`config.mk`:
```
export PLATFORM = sky130hd
export DESIGN_NAME = uart_rx_core
export DESIGN_NICKNAME = d
export VERILOG_FILES = /design/src/rtl/uart_pkg.sv /design/src/rtl/uart_bit_timer.sv /design/src/rtl/uart_rx_core.sv
export SDC_FILE = /design/constraint.sdc
export NUM_CORES = 1
export LEC_CHECK = 0
export ABC_AREA = 0
export CAP_MARGIN = 20
export CORE_MARGIN = 5
export CORE_UTILIZATION = 60
export CTS_BUF_LIST = sky130_fd_sc_hd__clkbuf_8
export CTS_CLUSTER_DIAMETER = 60
export CTS_CLUSTER_SIZE = 25
export DETAILED_ROUTE_END_ITERATION = 16
export PLACE_DENSITY_LB_ADDON = 0.12
export RECOVER_POWER = 100
export SYNTH_ARGS = -nofsm -noshare
export SYNTH_HDL_FRONTEND = slang
export SYNTH_SLANG_ARGS = --single-unit
```
`constraint.sdc`:
```
create_clock -name clk -period 3.3 [get_ports clk]
set_input_delay 0.66 -clock clk [delete_from_list [all_inputs] [get_ports clk]]
set_output_delay 0.66 -clock clk [all_outputs]
set_load 0.01 [all_outputs]
```
`src/rtl/uart_pkg.sv`:
```
// rtl/uart_pkg.sv - shared UART types and helpers
package uart_pkg;

  typedef enum logic [1:0] {
    PAR_NONE = 2'd0,
    PAR_EVEN = 2'd1,
    PAR_ODD  = 2'd2
  } parity_e;

  typedef enum logic [2:0] {
    ST_IDLE,
    ST_START,
    ST_DATA,
    ST_PARITY,
    ST_STOP,
    ST_WAIT_HIGH
  } rx_state_e;

  function automatic int clks_per_bit(input int freq, input int baud);
    return freq / baud;
  endfunction

endpackage

```
`src/rtl/uart_bit_timer.sv`:
```
// rtl/uart_bit_timer.sv - bit-period counter with mid-bit and end-of-bit ticks
module uart_bit_timer #(
  parameter int CLKS_PER_BIT = 434,
  parameter int CW           = $clog2(CLKS_PER_BIT)
) (
  input  logic clk,
  input  logic rst_n,
  input  logic clear_i,
  output logic half_tick_o,
  output logic full_tick_o
);

  localparam logic [CW-1:0] HALF_CNT = CW'(CLKS_PER_BIT / 2 - 1);
  localparam logic [CW-1:0] FULL_CNT = CW'(CLKS_PER_BIT - 1);

  logic [CW-1:0] cnt_q, cnt_d;

  // Restarts at the bit boundary so the count never exceeds one bit period.
  always_comb begin
    cnt_d = cnt_q + 1'b1;
    if (clear_i || cnt_q == FULL_CNT) begin
      cnt_d = '0;
    end
  end

  always_ff @(posedge clk or negedge rst_n) begin
    if (!rst_n) begin
      cnt_q <= '0;
    end else begin
      cnt_q <= cnt_d;
    end
  end

  assign half_tick_o = (cnt_q == HALF_CNT);
  assign full_tick_o = (cnt_q == FULL_CNT);

endmodule

```
`src/rtl/uart_rx_core.sv`:
```
// rtl/uart_rx_core.sv - parametrised UART receiver with valid/ready output
// Mid-bit sampling, glitch rejection on the start bit, parity/framing/overrun flags.
module uart_rx_core
  import uart_pkg::*;
#(
  parameter int CLOCK_FREQ  = 50000000,
  parameter int BAUD_RATE   = 115200,
  parameter int DATA_BITS   = 8,
  parameter int PARITY      = 0,
  parameter int STOP_BITS   = 1,
  parameter int SYNC_STAGES = 2
) (
  input  logic                 clk,
  input  logic                 rst_n,
  input  logic                 uart_rx,
  output logic [DATA_BITS-1:0] rx_data,
  output logic                 rx_valid,
  input  logic                 rx_ready,
  output logic                 parity_err,
  output logic                 frame_err,
  output logic                 overrun,
  output logic                 busy
);

  localparam int CLKS_PER_BIT = clks_per_bit(CLOCK_FREQ, BAUD_RATE);
  localparam int IW = $clog2(DATA_BITS + 1);
  localparam parity_e PAR_MODE = (PARITY == 1) ? PAR_EVEN :
                                 (PARITY == 2) ? PAR_ODD  : PAR_NONE;

  if (DATA_BITS < 5 || DATA_BITS > 9) begin : g_bad_data_bits
    $error("uart_rx_core: DATA_BITS must be within 5..9");
  end
  if (STOP_BITS < 1 || STOP_BITS > 2) begin : g_bad_stop_bits
    $error("uart_rx_core: STOP_BITS must be 1 or 2");
  end
  if (CLKS_PER_BIT < 8) begin : g_bad_clks_per_bit
    $error("uart_rx_core: CLKS_PER_BIT must be at least 8");
  end
  if (SYNC_STAGES < 2) begin : g_bad_sync_stages
    $error("uart_rx_core: SYNC_STAGES must be at least 2");
  end

  logic [SYNC_STAGES-1:0] sync_q;
  logic                   rx_prev_q;
  logic                   rx_s;
  logic                   fall;

  rx_state_e              state_q, state_d;
  logic [IW-1:0]          bit_idx_q, bit_idx_d;
  logic [DATA_BITS-1:0]   shift_q, shift_d;
  logic                   perr_q, perr_d;
  logic                   ferr_q, ferr_d;
  logic                   done_q, done_d;

  logic [DATA_BITS-1:0]   rx_data_q, rx_data_d;
  logic                   rx_valid_q, rx_valid_d;
  logic                   rx_perr_q, rx_perr_d;
  logic                   rx_ferr_q, rx_ferr_d;
  logic                   overrun_q, overrun_d;

  logic                   tmr_clear;
  logic                   half_tick;
  logic                   full_tick;
  logic                   exp_par;
  logic                   accept;

  assign rx_s    = sync_q[SYNC_STAGES-1];
  assign fall    = rx_prev_q & ~rx_s;
  assign exp_par = (^shift_q) ^ (PAR_MODE == PAR_ODD);
  assign accept  = rx_valid_q & rx_ready;

  uart_bit_timer #(
    .CLKS_PER_BIT(CLKS_PER_BIT)
  ) u_bit_timer (
    .clk        (clk),
    .rst_n      (rst_n),
    .clear_i    (tmr_clear),
    .half_tick_o(half_tick),
    .full_tick_o(full_tick)
  );

  always_ff @(posedge clk or negedge rst_n) begin
    if (!rst_n) begin
      sync_q    <= '1;
      rx_prev_q <= 1'b1;
    end else begin
      sync_q    <= {sync_q[SYNC_STAGES-2:0], uart_rx};
      rx_prev_q <= rx_s;
    end
  end

  always_comb begin
    state_d   = state_q;
    bit_idx_d = bit_idx_q;
    shift_d   = shift_q;
    perr_d    = perr_q;
    ferr_d    = ferr_q;
    done_d    = 1'b0;
    tmr_clear = 1'b0;
    case (state_q)
      ST_IDLE: begin
        tmr_clear = 1'b1;
        if (fall) begin
          state_d = ST_START;
        end
      end
      ST_START: begin
        if (half_tick) begin
          tmr_clear = 1'b1;
          if (rx_s) begin
            state_d = ST_IDLE;
          end else begin
            state_d   = ST_DATA;
            bit_idx_d = '0;
            perr_d    = 1'b0;
            ferr_d    = 1'b0;
          end
        end
      end
      ST_DATA: begin
        // Right shift puts the first (LSB) bit at position 0 after DATA_BITS samples.
        if (full_tick) begin
          shift_d = {rx_s, shift_q[DATA_BITS-1:1]};
          if (bit_idx_q == IW'(DATA_BITS - 1)) begin
            bit_idx_d = '0;
            state_d   = (PAR_MODE == PAR_NONE) ? ST_STOP : ST_PARITY;
          end else begin
            bit_idx_d = bit_idx_q + 1'b1;
          end
        end
      end
      ST_PARITY: begin
        if (full_tick) begin
          perr_d  = (rx_s != exp_par);
          state_d = ST_STOP;
        end
      end
      ST_STOP: begin
        if (full_tick) begin
          if (!rx_s) begin
            ferr_d = 1'b1;
          end
          if (bit_idx_q == IW'(STOP_BITS - 1)) begin
            done_d    = 1'b1;
            bit_idx_d = '0;
            state_d   = rx_s ? ST_IDLE : ST_WAIT_HIGH;
          end else begin
            bit_idx_d = bit_idx_q + 1'b1;
          end
        end
      end
      ST_WAIT_HIGH: begin
        tmr_clear = 1'b1;
        if (rx_s) begin
          state_d = ST_IDLE;
        end
      end
      default: begin
        state_d   = ST_IDLE;
        tmr_clear = 1'b1;
      end
    endcase
  end

  // A completing frame may load in the same cycle the held word is accepted.
  always_comb begin
    rx_data_d  = rx_data_q;
    rx_valid_d = rx_valid_q;
    rx_perr_d  = rx_perr_q;
    rx_ferr_d  = rx_ferr_q;
    overrun_d  = overrun_q;
    if (accept) begin
      rx_valid_d = 1'b0;
      overrun_d  = 1'b0;
    end
    if (done_q) begin
      if (!rx_valid_q || accept) begin
        rx_data_d  = shift_q;
        rx_perr_d  = perr_q;
        rx_ferr_d  = ferr_q;
        rx_valid_d = 1'b1;
      end else begin
        overrun_d = 1'b1;
      end
    end
  end

  always_ff @(posedge clk or negedge rst_n) begin
    if (!rst_n) begin
      state_q    <= ST_IDLE;
      bit_idx_q  <= '0;
      shift_q    <= '0;
      perr_q     <= 1'b0;
      ferr_q     <= 1'b0;
      done_q     <= 1'b0;
      rx_data_q  <= '0;
      rx_valid_q <= 1'b0;
      rx_perr_q  <= 1'b0;
      rx_ferr_q  <= 1'b0;
      overrun_q  <= 1'b0;
    end else begin
      state_q    <= state_d;
      bit_idx_q  <= bit_idx_d;
      shift_q    <= shift_d;
      perr_q     <= perr_d;
      ferr_q     <= ferr_d;
      done_q     <= done_d;
      rx_data_q  <= rx_data_d;
      rx_valid_q <= rx_valid_d;
      rx_perr_q  <= rx_perr_d;
      rx_ferr_q  <= rx_ferr_d;
      overrun_q  <= overrun_d;
    end
  end

  assign rx_data    = rx_data_q;
  assign rx_valid   = rx_valid_q;
  assign parity_err = rx_perr_q;
  assign frame_err  = rx_ferr_q;
  assign overrun    = overrun_q;
  assign busy       = (state_q != ST_IDLE);

endmodule

```
==> flow_metrics.tcl <==
set metrics [dict create \
    finalSetupViolCount 0 \
    antenna_found_initial 0 \
    fp-row-count 21 \
    slew_headroom_pct -42.9 \
    ff2ff_path_depth 7 \
    seq_area_frac_synth_pct 52.0 \
    first_pass_iters 4 \
    syn_to_final_growth_pct 13.2 \
    critical_path.max_fanout 8 \
    syn_area_per_cell_um2 11.6 \
    cp_top_family "simple AND/OR/NAND/NOR gates" \
    hpwl_um 2380 \
    use_met1_pct 20.2 \
    die_height_um 68.1 \
    hold_path.class "register to register" \
    cts_made_buffers 5 \
    cts.sinks 42 \
    synth_nets 183 \
    finalHoldViolCount 0 \
    drc_errors 0 \
    synth_edf_count 0 \
    critPathLaunchType "register" \
    htreeDepth 2 \
    vias_per_cell 5.46 \
    totalWireLength_um 3440 \
    r2r_start "u_bit_timer.cnt_q[1]" \
    vdd_ir_drop_max_mv 0.370 \
    fp.coreArea_um2 3310 \
    crit_path_end_kind "register" \
    power_density_nw_per_um2 498 \
    holdPathEnd "sync_q[1]" \
    min_path_cells 0 \
    hold_path.startpoint "sync_q[0]" \
    fin_ws_ns 0.716 \
    synthCells 174 \
    drt.antenna.violating_nets 0 \
    worstPathRequired_ns 3.54 \
    synthesis.area_um2 2030 \
    grt_busiest_layer "met2" \
    start_util_pct 61.2 \
    pre_cts_ws_ns 1.04 \
    ios 17 \
    routedWlPerCell_um 14.4 \
    violations "max-capacitance violations, max-slew violations" \
    first_global_vias 1263 \
    cp_cell_sequence "inv_1, ha_1, nand4bb_4, nor3b_1, a22oi_2, or4_1, nand2_1" \
    worst_ep_arrival_time_ns 2.82 \
    cpPeakStageDelay_ns 0.79 \
    max_freq_mhz 387 \
    yosysWarnings 0 \
    ys_types 42 \
    insertion_delay_ns 0.29 \
    ys_ff_latch 42 \
    cap_violations 1 \
    final_common_cell "dfrtp_1" \
    clkSlewWorstSetupHoldPaths_ns 0.08 \
    p_leak_nw 1.08 \
    die_w_um 68.1 \
    postCtsResizedCells 0 \
    fin_cells 239 \
    fin_area_um2 2290 \
    hold_slack_ns 0.362 \
    final_cell_mix "39 x dfrtp_1, 18 x mux2_2, 15 x nor2_1, 15 x dlygate4sd3_1, 11 x nand2_1" \
    fin_tns_setup_ns 0 \
    path_buf_inv 1 \
    place.gp.congestion 0.861 \
    async_flop_share_pct 100 \
    drive_gt1_share_pct 16.1 \
    die_area_um2 4640 \
    synthFlopType "dfrtp_1" \
    postCtsSetupRepairBufs 0 \
    met3_usage_pct 5.42 \
    fin_crit_ns 2.58 \
    tightest_slew_ns 2.14 \
    status "complete, but fails checks" \
    rsz0062_at_grt "no" \
    portBuffers 16 \
    layout.nets 201 \
    finalCritPeriodShare_pct 78.3 \
    slew_viol_final 43 \
    clock_skew_ns 0.00961 \
    cts_root_buffer "clkbuf_8" \
    r2r_end "bit_idx_q[3]" \
    regToRegSetupSlack_ns 0.72 \
    grt_max_degree 43 \
    place_area_um2 2220 \
    grt.overflow.total 0 \
    postCtsHoldBufs 0 \
    antennaDiodeCount 0 \
    first_iter_violations 98 \
    vias 1306 \
    nFillCells 263 \
    grt_pass1_wl_um 5710 \
    place_inst 231 \
    grt.met2_usage_pct 28.0 \
    cpMaxStageDelayCell "nor3b_1" \
    worstSetupPathType "register to register" \
    globalRouteTotalUtil_pct 17.1 \
    cts_max_path_buffers 2 \
    tritoncts "built" \
]
## cell families after synthesis
logic type      after synthesis  share of synthesized area [%]
fa+ha+maj                     5                           3.09
xor+xnor                     15                           6.48
buf+inv                      10                           1.85
mux                          20                           11.1
compound gates               21                           7.22
flops                        42                           52.0
simple gates                 61                           18.2
## how the worst max path moves through the flow
stage | end | start | depth (start not counted)
after global placement | state_q[1] | bit_idx_q[0] | 7
after floorplan | state_q[0] | bit_idx_q[0] | 7
final | bit_idx_q[3] | u_bit_timer.cnt_q[1] | 7
after global routing | state_q[1] | u_bit_timer.cnt_q[1] | 7
after detailed placement | state_q[1] | bit_idx_q[0] | 7
after CTS | busy | state_q[0] | 2
## registers in the layout, indices dropped and copies added, names as in the netlist
name / count
u_bit_timer.cnt_q: 9
rx_prev_q: 1
done_q: 1
rx_valid: 1
state_q: 3
rx_data: 8
perr_q: 1
bit_idx_q: 4
shift_q: 8
sync_q: 2
parity_err: 1
overrun: 1
frame_err: 1
ferr_q: 1
## synthesized netlist by cell type, drive strengths merged, types with 2 or more instances
cell / number / area [um^2]
xnor2: 10 / 87.6
nand3: 4 / 20.0
or3: 3 / 18.8
dfrtp: 39 / 976
inv: 5 / 18.8
nand2: 11 / 41.3
a21oi: 6 / 30.0
and2: 2 / 12.5
nand4bb: 2 / 38.8
nor3b: 3 / 38.8
a211oi: 2 / 15.0
nor2b: 4 / 25.0
clkbuf: 4 / 15.0
nor3: 2 / 10.0
nor2: 15 / 56.3
mux2: 20 / 225
dfstp: 3 / 78.8
xor2: 5 / 43.8
nand2b: 7 / 43.8
o21ai: 4 / 20.0
ha: 5 / 62.6
a31oi: 2 / 12.5
and3: 2 / 12.5
## final cells by class
class	instances	area, um^2	area share [%]
multi-input cells	122	918	40.0
repair buffers	16	154	6.71
flip-flops and latches	42	1050	46.0
inverters	5	18.8	0.818
clock buffers	6	82.6	3.60
clock inverters	2	8.76	0.382
well taps	46	57.6	2.51
## per-stage QoR
| step | power (mW) | util (%) |
|---|---|---|
| 3_3_place_gp | 0.815 | 67.1 |
| 4_1_cts | 1.17 | 69.8 |
| 5_1_grt | 1.21 | 69.3 |
| 6_report | 1.14 | 69.3 |
| 2_1_floorplan | 0.765 | - |
| 3_5_place_dp | 0.827 | 67.1 |
## where the power goes
| group | internal (mW) | total [mW] | switching (mW) |
|---|---|---|---|
| clock | 0.166 | 0.332 | 0.167 |
| sequential | 0.543 | 0.595 | 0.0526 |
| combinational | 0.0922 | 0.216 | 0.123 |
## routing by layer
layer / vias up / share of wire, %
li1: 644 / -
met1: 635 / 45
met2: 23 / 50
met3: 4 / 3.9
met4: 0 / 1.3
met5: - / 0
Note: power is estimated with default switching activity, not from simulation.
